===== src/rtl/char_pkg.sv =====
// rtl/char_pkg.sv - shared state type and default keycodes for the character controller
package char_pkg;

    typedef enum logic {
        GROUND = 1'b0,
        AIR    = 1'b1
    } char_state_t;

    localparam logic [7:0] KC_LEFT  = 8'h50;
    localparam logic [7:0] KC_RIGHT = 8'h4F;
    localparam logic [7:0] KC_JUMP  = 8'h52;
    localparam logic [7:0] KC_KICK  = 8'h51;

endpackage


===== src/rtl/key_match.sv =====
// rtl/key_match.sv - combinational scan of packed keycode slots for one key
module key_match #(
    parameter int         KEY_SLOTS = 4,
    parameter logic [7:0] CODE      = 8'h00
) (
    input  logic [8*KEY_SLOTS-1:0] keycode,
    output logic                   hit
);

    // Any slot holding the code counts as the key being pressed.
    always_comb begin
        hit = 1'b0;
        for (int i = 0; i < KEY_SLOTS; i++) begin
            if (keycode[8*i +: 8] == CODE) begin
                hit = 1'b1;
            end
        end
    end

endmodule


===== src/rtl/character_ctrl.sv =====
// rtl/character_ctrl.sv - per-player motion controller: walk, jump/air FSM, facing, kick pulse
module character_ctrl
    import char_pkg::*;
#(
    parameter int         KEY_SLOTS   = 4,
    parameter logic [7:0] KEY_LEFT    = KC_LEFT,
    parameter logic [7:0] KEY_RIGHT   = KC_RIGHT,
    parameter logic [7:0] KEY_JUMP    = KC_JUMP,
    parameter logic [7:0] KEY_KICK    = KC_KICK,
    parameter int         SPAWN_X     = 440,
    parameter int         SPAWN_Y     = 240,
    parameter int         X_MIN       = 0,
    parameter int         X_MAX       = 639,
    parameter int         Y_MIN       = 0,
    parameter int         FLOOR_Y     = 400,
    parameter int         SIZE        = 32,
    parameter int         WALK_SPD    = 4,
    parameter int         JUMP_VEL    = 18,
    parameter int         GRAVITY     = 1,
    parameter int         MAX_FALL    = 12,
    parameter int         KICK_FRAMES = 6
) (
    input  logic                   frame_clk,
    input  logic                   Reset,
    input  logic [8*KEY_SLOTS-1:0] keycode,
    output logic [9:0]             CharX,
    output logic [9:0]             CharY,
    output logic [9:0]             CharS,
    output logic                   Facing,
    output logic                   OnGround,
    output logic                   Kicking
);

    localparam logic signed [11:0] X_LO   = 12'(X_MIN);
    localparam logic signed [11:0] X_HI   = 12'(X_MAX - SIZE);
    localparam logic signed [11:0] Y_TOP  = 12'(Y_MIN);
    localparam logic signed [11:0] Y_GND  = 12'(FLOOR_Y - SIZE);
    localparam logic signed [11:0] WALK   = 12'(WALK_SPD);
    localparam logic signed [11:0] JUMPV  = 12'(JUMP_VEL);
    localparam logic signed [11:0] GRAV   = 12'(GRAVITY);
    localparam logic signed [11:0] MAXF   = 12'(MAX_FALL);
    localparam logic [9:0]         X_LO10 = 10'(X_MIN);
    localparam logic [9:0]         X_HI10 = 10'(X_MAX - SIZE);
    localparam logic [9:0]         Y_TOP10 = 10'(Y_MIN);
    localparam logic [9:0]         Y_GND10 = 10'(FLOOR_Y - SIZE);
    localparam logic [7:0]         KICK_LOAD = 8'(KICK_FRAMES);

    logic w_left, w_right, w_jump, w_kick;

    key_match #(.KEY_SLOTS(KEY_SLOTS), .CODE(KEY_LEFT))  u_left  (.keycode(keycode), .hit(w_left));
    key_match #(.KEY_SLOTS(KEY_SLOTS), .CODE(KEY_RIGHT)) u_right (.keycode(keycode), .hit(w_right));
    key_match #(.KEY_SLOTS(KEY_SLOTS), .CODE(KEY_JUMP))  u_jump  (.keycode(keycode), .hit(w_jump));
    key_match #(.KEY_SLOTS(KEY_SLOTS), .CODE(KEY_KICK))  u_kick  (.keycode(keycode), .hit(w_kick));

    char_state_t        r_state, w_state_n;
    logic [9:0]         r_x, r_y, w_x_n, w_y_n;
    logic signed [11:0] r_vel, w_vel_n;
    logic               r_facing, w_facing_n;
    logic [7:0]         r_kick_cnt, w_kick_cnt_n;
    logic               r_kick_prev;

    logic signed [11:0] w_dx, w_x_sum, w_y_sum, w_vel_up, w_vel_c;

    // Next-frame position, velocity, state, facing and kick counter.
    always_comb begin
        w_dx       = '0;
        w_facing_n = r_facing;
        if (w_left && !w_right) begin
            w_dx       = -WALK;
            w_facing_n = 1'b1;
        end else if (w_right && !w_left) begin
            w_dx       = WALK;
            w_facing_n = 1'b0;
        end

        // Clamp in 12-bit signed space so neither edge can wrap.
        w_x_sum = $signed({2'b00, r_x}) + w_dx;
        if (w_x_sum < X_LO) begin
            w_x_n = X_LO10;
        end else if (w_x_sum > X_HI) begin
            w_x_n = X_HI10;
        end else begin
            w_x_n = w_x_sum[9:0];
        end

        w_vel_up  = r_vel + GRAV;
        w_vel_c   = (w_vel_up > MAXF) ? MAXF : w_vel_up;
        w_y_sum   = $signed({2'b00, r_y});
        w_y_n     = r_y;
        w_vel_n   = r_vel;
        w_state_n = r_state;

        case (r_state)
            GROUND: begin
                if (w_jump) begin
                    // Launch moves Y on the same frame the jump is taken.
                    w_state_n = AIR;
                    w_vel_n   = -JUMPV;
                    w_y_sum   = $signed({2'b00, r_y}) - JUMPV;
                    if (w_y_sum <= Y_TOP) begin
                        w_y_n   = Y_TOP10;
                        w_vel_n = '0;
                    end else begin
                        w_y_n = w_y_sum[9:0];
                    end
                end else begin
                    w_y_n   = Y_GND10;
                    w_vel_n = '0;
                end
            end
            AIR: begin
                w_y_sum = $signed({2'b00, r_y}) + w_vel_c;
                if (w_y_sum >= Y_GND) begin
                    w_y_n     = Y_GND10;
                    w_vel_n   = '0;
                    w_state_n = GROUND;
                end else if (w_y_sum <= Y_TOP) begin
                    w_y_n   = Y_TOP10;
                    w_vel_n = '0;
                end else begin
                    w_y_n   = w_y_sum[9:0];
                    w_vel_n = w_vel_c;
                end
            end
            default: begin
                w_state_n = AIR;
            end
        endcase

        // Edges arriving while the pulse is running are dropped, not queued.
        if (r_kick_cnt != 8'd0) begin
            w_kick_cnt_n = r_kick_cnt - 8'd1;
        end else if (w_kick && !r_kick_prev) begin
            w_kick_cnt_n = KICK_LOAD;
        end else begin
            w_kick_cnt_n = 8'd0;
        end
    end

    // Frame-rate state register; reset drops the character back at spawn, airborne.
    always_ff @(posedge frame_clk or posedge Reset) begin
        if (Reset) begin
            r_state     <= AIR;
            r_x         <= 10'(SPAWN_X);
            r_y         <= 10'(SPAWN_Y);
            r_vel       <= '0;
            r_facing    <= 1'b0;
            r_kick_cnt  <= 8'd0;
            r_kick_prev <= 1'b0;
        end else begin
            r_state     <= w_state_n;
            r_x         <= w_x_n;
            r_y         <= w_y_n;
            r_vel       <= w_vel_n;
            r_facing    <= w_facing_n;
            r_kick_cnt  <= w_kick_cnt_n;
            r_kick_prev <= w_kick;
        end
    end

    assign CharX    = r_x;
    assign CharY    = r_y;
    assign CharS    = 10'(SIZE);
    assign Facing   = r_facing;
    assign OnGround = (r_state == GROUND);
    assign Kicking  = (r_kick_cnt != 8'd0);

endmodule


===== config.mk =====
export PLATFORM = sky130hd
export DESIGN_NAME = character_ctrl
export DESIGN_NICKNAME = d
export VERILOG_FILES = /design/src/rtl/char_pkg.sv /design/src/rtl/key_match.sv /design/src/rtl/character_ctrl.sv
export SDC_FILE = /design/constraint.sdc
export NUM_CORES = 1
export LEC_CHECK = 0
export CORE_MARGIN = 3
export CORE_UTILIZATION = 40
export DETAILED_ROUTE_END_ITERATION = 8
export PLACE_DENSITY = 0.75
export SLEW_MARGIN = 15
export SYNTH_ARGS = -nofsm -noshare
export SYNTH_HDL_FRONTEND = slang
export SYNTH_SLANG_ARGS = --single-unit

===== constraint.sdc =====
create_clock -name frame_clk -period 4.2 [get_ports frame_clk]
set_input_delay 0.84 -clock frame_clk [delete_from_list [all_inputs] [get_ports frame_clk]]
set_output_delay 0.84 -clock frame_clk [all_outputs]
set_load 0.1 [all_outputs]

### Word-level counts from Yosys, hierarchy flattened

Cells that the tools add are included.

| operators by class | value |
|---|---|
| mux-type cells | 38 |
| bitwise gates (word level) | 1 |
| reductions and logical operators | 8 |
| equal/unequal tests | 16 |
| $lt $le $gt $ge | 6 |
| $add $sub $neg | 5 |

Operators with widths:

| cell | count |
|---|---|
| $eq A8 B7 Y1 const B | 16 |
| $mux W12 | 6 |
| $mux W10 | 6 |
| $add A11 B12 Y12 | 2 |
| $pmux W12 S2 | 1 |
| $mux W1 | 20 |
| $pmux W10 S2 | 1 |
| $add A12 B2 Y12 const B | 1 |
| $ge A12 B10 Y1 const B | 1 |
| $gt A12 B11 Y1 const B | 1 |
| $gt A12 B5 Y1 const B | 1 |
| $le A12 B1 Y1 const B | 1 |
| $lt A12 B1 Y1 const B | 1 |
| $le A11 B1 Y1 const B | 1 |
| $sub A10 B5 Y11 const B | 1 |
| $mux W8 | 1 |
| $reduce_bool A8 Y1 | 1 |
| $sub A8 B1 Y8 const B | 1 |
| $mux W3 | 2 |
| $logic_and A1 B1 Y1 | 3 |
| $logic_not A1 Y1 | 3 |
| $pmux W1 S2 | 1 |
| $reduce_bool A2 Y1 | 1 |
| $not A1 Y1 | 1 |

| storage, ports and cells | value |
|---|---|
| register bits after elaboration | 43 |
| input port bits | 34 |
| output and inout port bits | 33 |

### Logic depth before layout (Yosys ltp)

| logic depth | value |
|---|---|
| word-level depth | 13 |
| mapped depth | 17 |

### Cells and area by module

From an unflattened synthesis, not the netlist that was laid out.

| unflattened totals | value |
|---|---|
| cells, all modules | 423 |
| area, all modules | 3749.8 um^2 |

Modules (own cells, without submodules):

| module | times used | seq. area each (um^2) | area an instance (um^2) | cells an instance |
|---|---|---|---|---|
| character_ctrl | 1 | 1063.5 | 3303.2 | 371 |
| key_match (u_jump ...) | 2 | 0.0 | 126.4 | 13 |
| key_match (u_left) | 1 | 0.0 | 111.4 | 13 |
| key_match (u_right) | 1 | 0.0 | 82.6 | 13 |

### Worst setup path after synthesis

Ideal clock, no wire load.

| timing | value |
|---|---|
| path type | reg-to-reg |
| from | register r_vel[0] |
| to | register r_vel[1] |
| data required time | 4.081 ns |
| setup time | 0.119 ns |
| path buffers | 1 |
| data arrival time | 3.969 ns |
| stages on the path, launching flop included | 17 |
| slack | 0.112 ns |
| cell sequence | dfrtp_1 > ha_1 > and3_1 > clkbuf_1 > or2_0 > a211oi_1 > o221ai_1 > o31a_1 > nand2b_1 > ha_1 > a211oi_2 > o21ai_1 > a211o_1 > a2111oi_2 > a2111oi_4 > and2_1 > a21bo_1 |

| on the way | value |
|---|---|
| word-level cells in the longest chain between the ends | 8 |
| elaborated cells on any way between the ends | 9 |
| classes of those cells | add/sub: 2; order compare: 3; mux: 4 |

Ends and longest elaborated chain:

| item | line | text |
|---|---|---|
| start, declared | character_ctrl.sv:57 | `logic signed [11:0] r_vel, w_vel_n;` |
| start signal, assigned | character_ctrl.sv:154 | `r_vel <= w_vel_n;` |
| $add A12 B2 Y12 * | character_ctrl.sv:86 | `w_vel_up = r_vel + GRAV;` |
| $gt A12 B5 Y1 | character_ctrl.sv:87 | `w_vel_c = (w_vel_up > MAXF) ? MAXF : w_vel_up;` |
| $mux W12 * | character_ctrl.sv:87 |  |
| $add A11 B12 Y12 | character_ctrl.sv:112 | `w_y_sum = $signed({2'b00, r_y}) + w_vel_c;` |
| $le A12 B1 Y1 | character_ctrl.sv:117 | `end else if (w_y_sum <= Y_TOP) begin` |
| $mux W12 | character_ctrl.sv:117 |  |
| $mux W12 * | character_ctrl.sv:113 | `if (w_y_sum >= Y_GND) begin` |
| $pmux W12 S2 * | character_ctrl.sv:93 | `case (r_state)` |
| via w_vel_n[1] | character_ctrl.sv:57 |  |

The timed path passes the listed nets; every way through them passes the cells marked *.
A chain may end at the register's enable or synchronous reset.

### Worst setup path after layout

| timing | value |
|---|---|
| from | register r_vel[1] |
| to | register r_vel[7] |

Same word-level chain as after synthesis.

==> key figures <==
Cells and area
  • Layout Utilization: 59.8%
  • Final std cells w/o fill: 677
  • FF+latch area: 1060 um2
  • Area of the multi-input gates: 2860 um2
  • Area grow syn2layout: 41.2%
  • Final layout net count: 610
  • Layout cells sized above 1: 28.9%
  • Fill count: 738
  • ANT cells: 0

Yosys
  • Primary FF master, synth: dfrtp_1
  • EDFF count, synth: 0
  • Synth top area share: 21.1%
  • Seq/Total Area, Yosys: 28.0%
  • YS warnings: 0
  • Mean Syn Cell Area: 8.80 um2
  • Most frequent cell after synthesis: nor2_1
  • Synth top cells by count: nor2_1 (40), dfrtp_1 (32), nand2_1 (26), ha_1 (24), inv_1 (18)
  • Post-synthesis async set-or-reset flop share: 100%
  • Synth area leaders: dfrtp_1 (21%), ha_1 (7.9%), dfstp_2 (6.9%)
  • Synth unique cells: 82
  • Synthesized cell area: 3800 um2
  • Post-synth top area cell: dfrtp_1
  • Mapped Cells: 432
  • Seq cells post-synth: 42

CTS
  • Clk sinks: 42
  • Clk_lat worst skew: 310 ps
  • Clock Path Buffers: 2
  • Total CTS buffers: 5
  • # H-tree levels: 2
  • Worst-path clk slew: 90 ps
  • Hold-fix buffers, CTS: 0
  • CTS Root Cell: clkbuf_8
  • TritonCTS clock tree: yes

Die
  • Starting Density: 42.3%
  • Num rows: 34
  • Core area: 8980 um2
  • Die height: 103 um
  • Die ar.: 10,700 um2
  • I/O pin cnt: 67
  • Die X: 103 um

Pwr
  • Lkg Pwr: 2.29 nW
  • Int Power: 0.954 mW
  • Clock power share: 19.3%
  • Maximum VDD drop: 0.321 mV
  • Switching pwr: 0.755 mW
  • Comb pwr share: 48.4%
  • Seq pwr share: 32.3%
  • Switching Share: 44.2%
  • Power Dens Cells: 318 nW/um2

Setup path
  • Max FO, Critical Path: 5
  • R2R Path End: r_vel[7]$_DFF_PP0_
  • Worst R2R Path Depth: 17
  • CP endpoint kind: flip-flop
  • R2R setup slack: 70 ps
  • Critical path launch point type: flip-flop
  • Crit Path Category: flip-flop to flip-flop
  • WP data arrival: 4350 ps
  • Worst setup endpoint: r_vel[7]$_DFF_PP0_
  • Crit path launch: r_vel[1]$_DFF_PP0_
  • Critical-path top delay cell: a2111oi_4
  • Most frequent CP cell: a2111oi_4
  • Worst-path cell chain: ha_4 > and3_4 > buf_6 > nand3_2 > a211oi_2 > o221ai_1 > o31a_1 > nor2_1 > ha_2 > fa_2 > a211oi_4 > nor2_4 > o311ai_4 > a2111oi_4 > a2111oi_4 > nand2_4 > o31ai_4
  • WP data required: 4420 ps
  • RR Startpoint: r_vel[1]$_DFF_PP0_
  • Worst path max stage delay: 480 ps

Routing
  • Iter 0 DRT Violations: 161
  • Routed vias: 3,756
  • Routed Antenna Nets: 0
  • Via/cell ratio: 5.55
  • 1st-pass router iterations: 4
  • Final wirelength: 10,800 um
  • DR WL/cell: 16.0 um
  • Residual DRC: 0

Global route
  • Grt ovf: 0
  • Global-route wire length before repair: 15,900 um
  • Number of global-route vias before repair: 3,559
  • Antenna violations before repair: 0
  • Tot GR Track Use: 18.7%
  • Pin count of the biggest net entering global routing: 43

STA
  • Clock Skews: 11.3 ps
  • Post-route minimum period: 4130 ps
  • Slew margin rel.: 34.5%
  • Hold Vio Cnt, Final: 0
  • Period utilization: 98.3%
  • Fmax: 242 MHz
  • Final Setup Violations: 0
  • RSZ-0062 raised after global routing: yes
  • Pins Over Slew Limit: 0
  • Slew @ Worst Pin: 980 ps

Place
  • # port buffers: 56
  • Global placement routability congestion: 0.969
  • HPWL Detailed: 7930 um
  • Inst Count DP: 663

Hold path
  • Hold Path Class: flip-flop to flip-flop

Run
  • MaxCap Viol Count: 0

Run status
  • Status: completed
==> through the flow <==
| stage | area (um2) | power [mW] | worst slack [ps] | setup TNS (ps) | hold WS [ps] |
|---|---|---|---|---|---|
| after floorplan | 3830 | 1.12 | 112 | 0 | 428 |
| after global placement | 4880 | 1.34 | -281 | -2390 | 442 |
| after detailed placement | 4880 | 1.36 | -348 | -3890 | 462 |
| after CTS | 5020 | 1.69 | -15.7 | -28.5 | 473 |
| after global routing | 5370 | 1.79 | -137 | -1440 | 491 |
| final | 5370 | 1.71 | 69.7 | 0 | 480 |
==> kinds of logic (layout without fill, tap and decap cells) <==
logic type | Yosys count | after routing | share of synthesized area, %
xor+xnor | 26 | 26 | 6.19
buf+inv | 42 | 152 | 5.79
fa+ha+maj | 26 | 26 | 8.95
mux | 3 | 3 | 0.987
compound gates | 123 | 123 | 26.3
simple gates | 168 | 169 | 23.6
flops | 42 | 42 | 28.0
other cells | 2 | 10 | 0.198
==> how the worst min path moves through the flow <==
stage                                    endpoint                     from  slack (ps)  depth (start not counted)
after floorplan           r_kick_cnt[0]$_DFF_PP0_  r_kick_cnt[0]$_DFF_PP0_         430                          1
after global placement    r_kick_cnt[0]$_DFF_PP0_  r_kick_cnt[0]$_DFF_PP0_         440                          1
after detailed placement  r_kick_cnt[0]$_DFF_PP0_  r_kick_cnt[0]$_DFF_PP0_         460                          1
after CTS                 r_kick_cnt[0]$_DFF_PP0_  r_kick_cnt[0]$_DFF_PP0_         470                          1
after global routing      r_kick_cnt[0]$_DFF_PP0_  r_kick_cnt[0]$_DFF_PP0_         490                          1
final                     r_kick_cnt[0]$_DFF_PP0_  r_kick_cnt[0]$_DFF_PP0_         480                          1
==> cells in the final DEF (no fill, tap or decap), types with 4 or more instances in the layout <==
cell             Yosys  routed
buf_4               13      69
clkdlybuf4s50_1      0      52
nor2_1              40      39
dfrtp_1             32      32
nand2_1             26      26
inv_1               18      18
ha_1                24      18
nor3_1              17      16
nand4_1             14      14
a21oi_1             16      14
xnor2_1             13      13
xor2_1              12      12
o21a_1              12      12
nand3_1             13      11
dfstp_2             10      10
o21ai_0             13      10
conb_1               2      10
o21ai_1             10       8
nand2b_1            10       8
and2_1               8       6
nor3b_1              6       6
or2_2                5       5
o21ai_2              0       5
clkbuf_8             0       5
a21o_1               4       4
a211o_1              4       4
or3_1                4       4
o31ai_2              2       4
o31ai_1              7       4
==> timing repair <==
item                                    4_1_cts  5_1_grt
endpoints found under the setup margin       18       31
setup buffers                                 0        6
pin swaps                                     4       35
gates resized for setup                       6       56
cloned                                        1        0
==> critical path, delay by kind of cell (launching register included) <==
kind,cells,cell delay [ps]
buffers and inverters,1,120
and+or+nand+nor,5,590
adders and majority gates,3,770
AOI/OAI and AO/OA,8,2120
DFF,1,420
==> layout make-up <==
type / count / area share, %
clock inverter: 3 / 0.746
inverter: 18 / 1.26
multi-input combinational: 357 / 53.3
sequential: 42 / 19.8
clock buffer: 5 / 1.28
tap: 126 / 2.94
timing repair buffer: 126 / 20.6
==> per-layer routing <==
metal / GRT usage (%) / part of all wire (%) / up-vias
met5: 0 / 0 / -
met4: 4.88 / 1.6 / 0
met3: 3.29 / 6.6 / 21
met2: 32.0 / 48 / 115
met1: 24.4 / 43 / 1799
li1: - / - / 1821
==> sequential cells by signal (all words and copies together) (netlist names) <==
| name | count |
|---|---|
| r_vel | 12 |
| CharY | 10 |
| CharX | 9 |
| r_kick_cnt | 8 |
| Facing | 1 |
| r_kick_prev | 1 |
| r_state | 1 |
==> power by group through the flow <==
stage	sequential, mW	clock [mW]	combinational (mW)
after global routing	0.560	0.349	0.881
after global placement	0.550	0	0.789
final	0.551	0.330	0.827
after detailed placement	0.554	0	0.805
after CTS	0.547	0.332	0.810
after floorplan	0.783	0	0.341
Power figures use the tool's default switching activity.
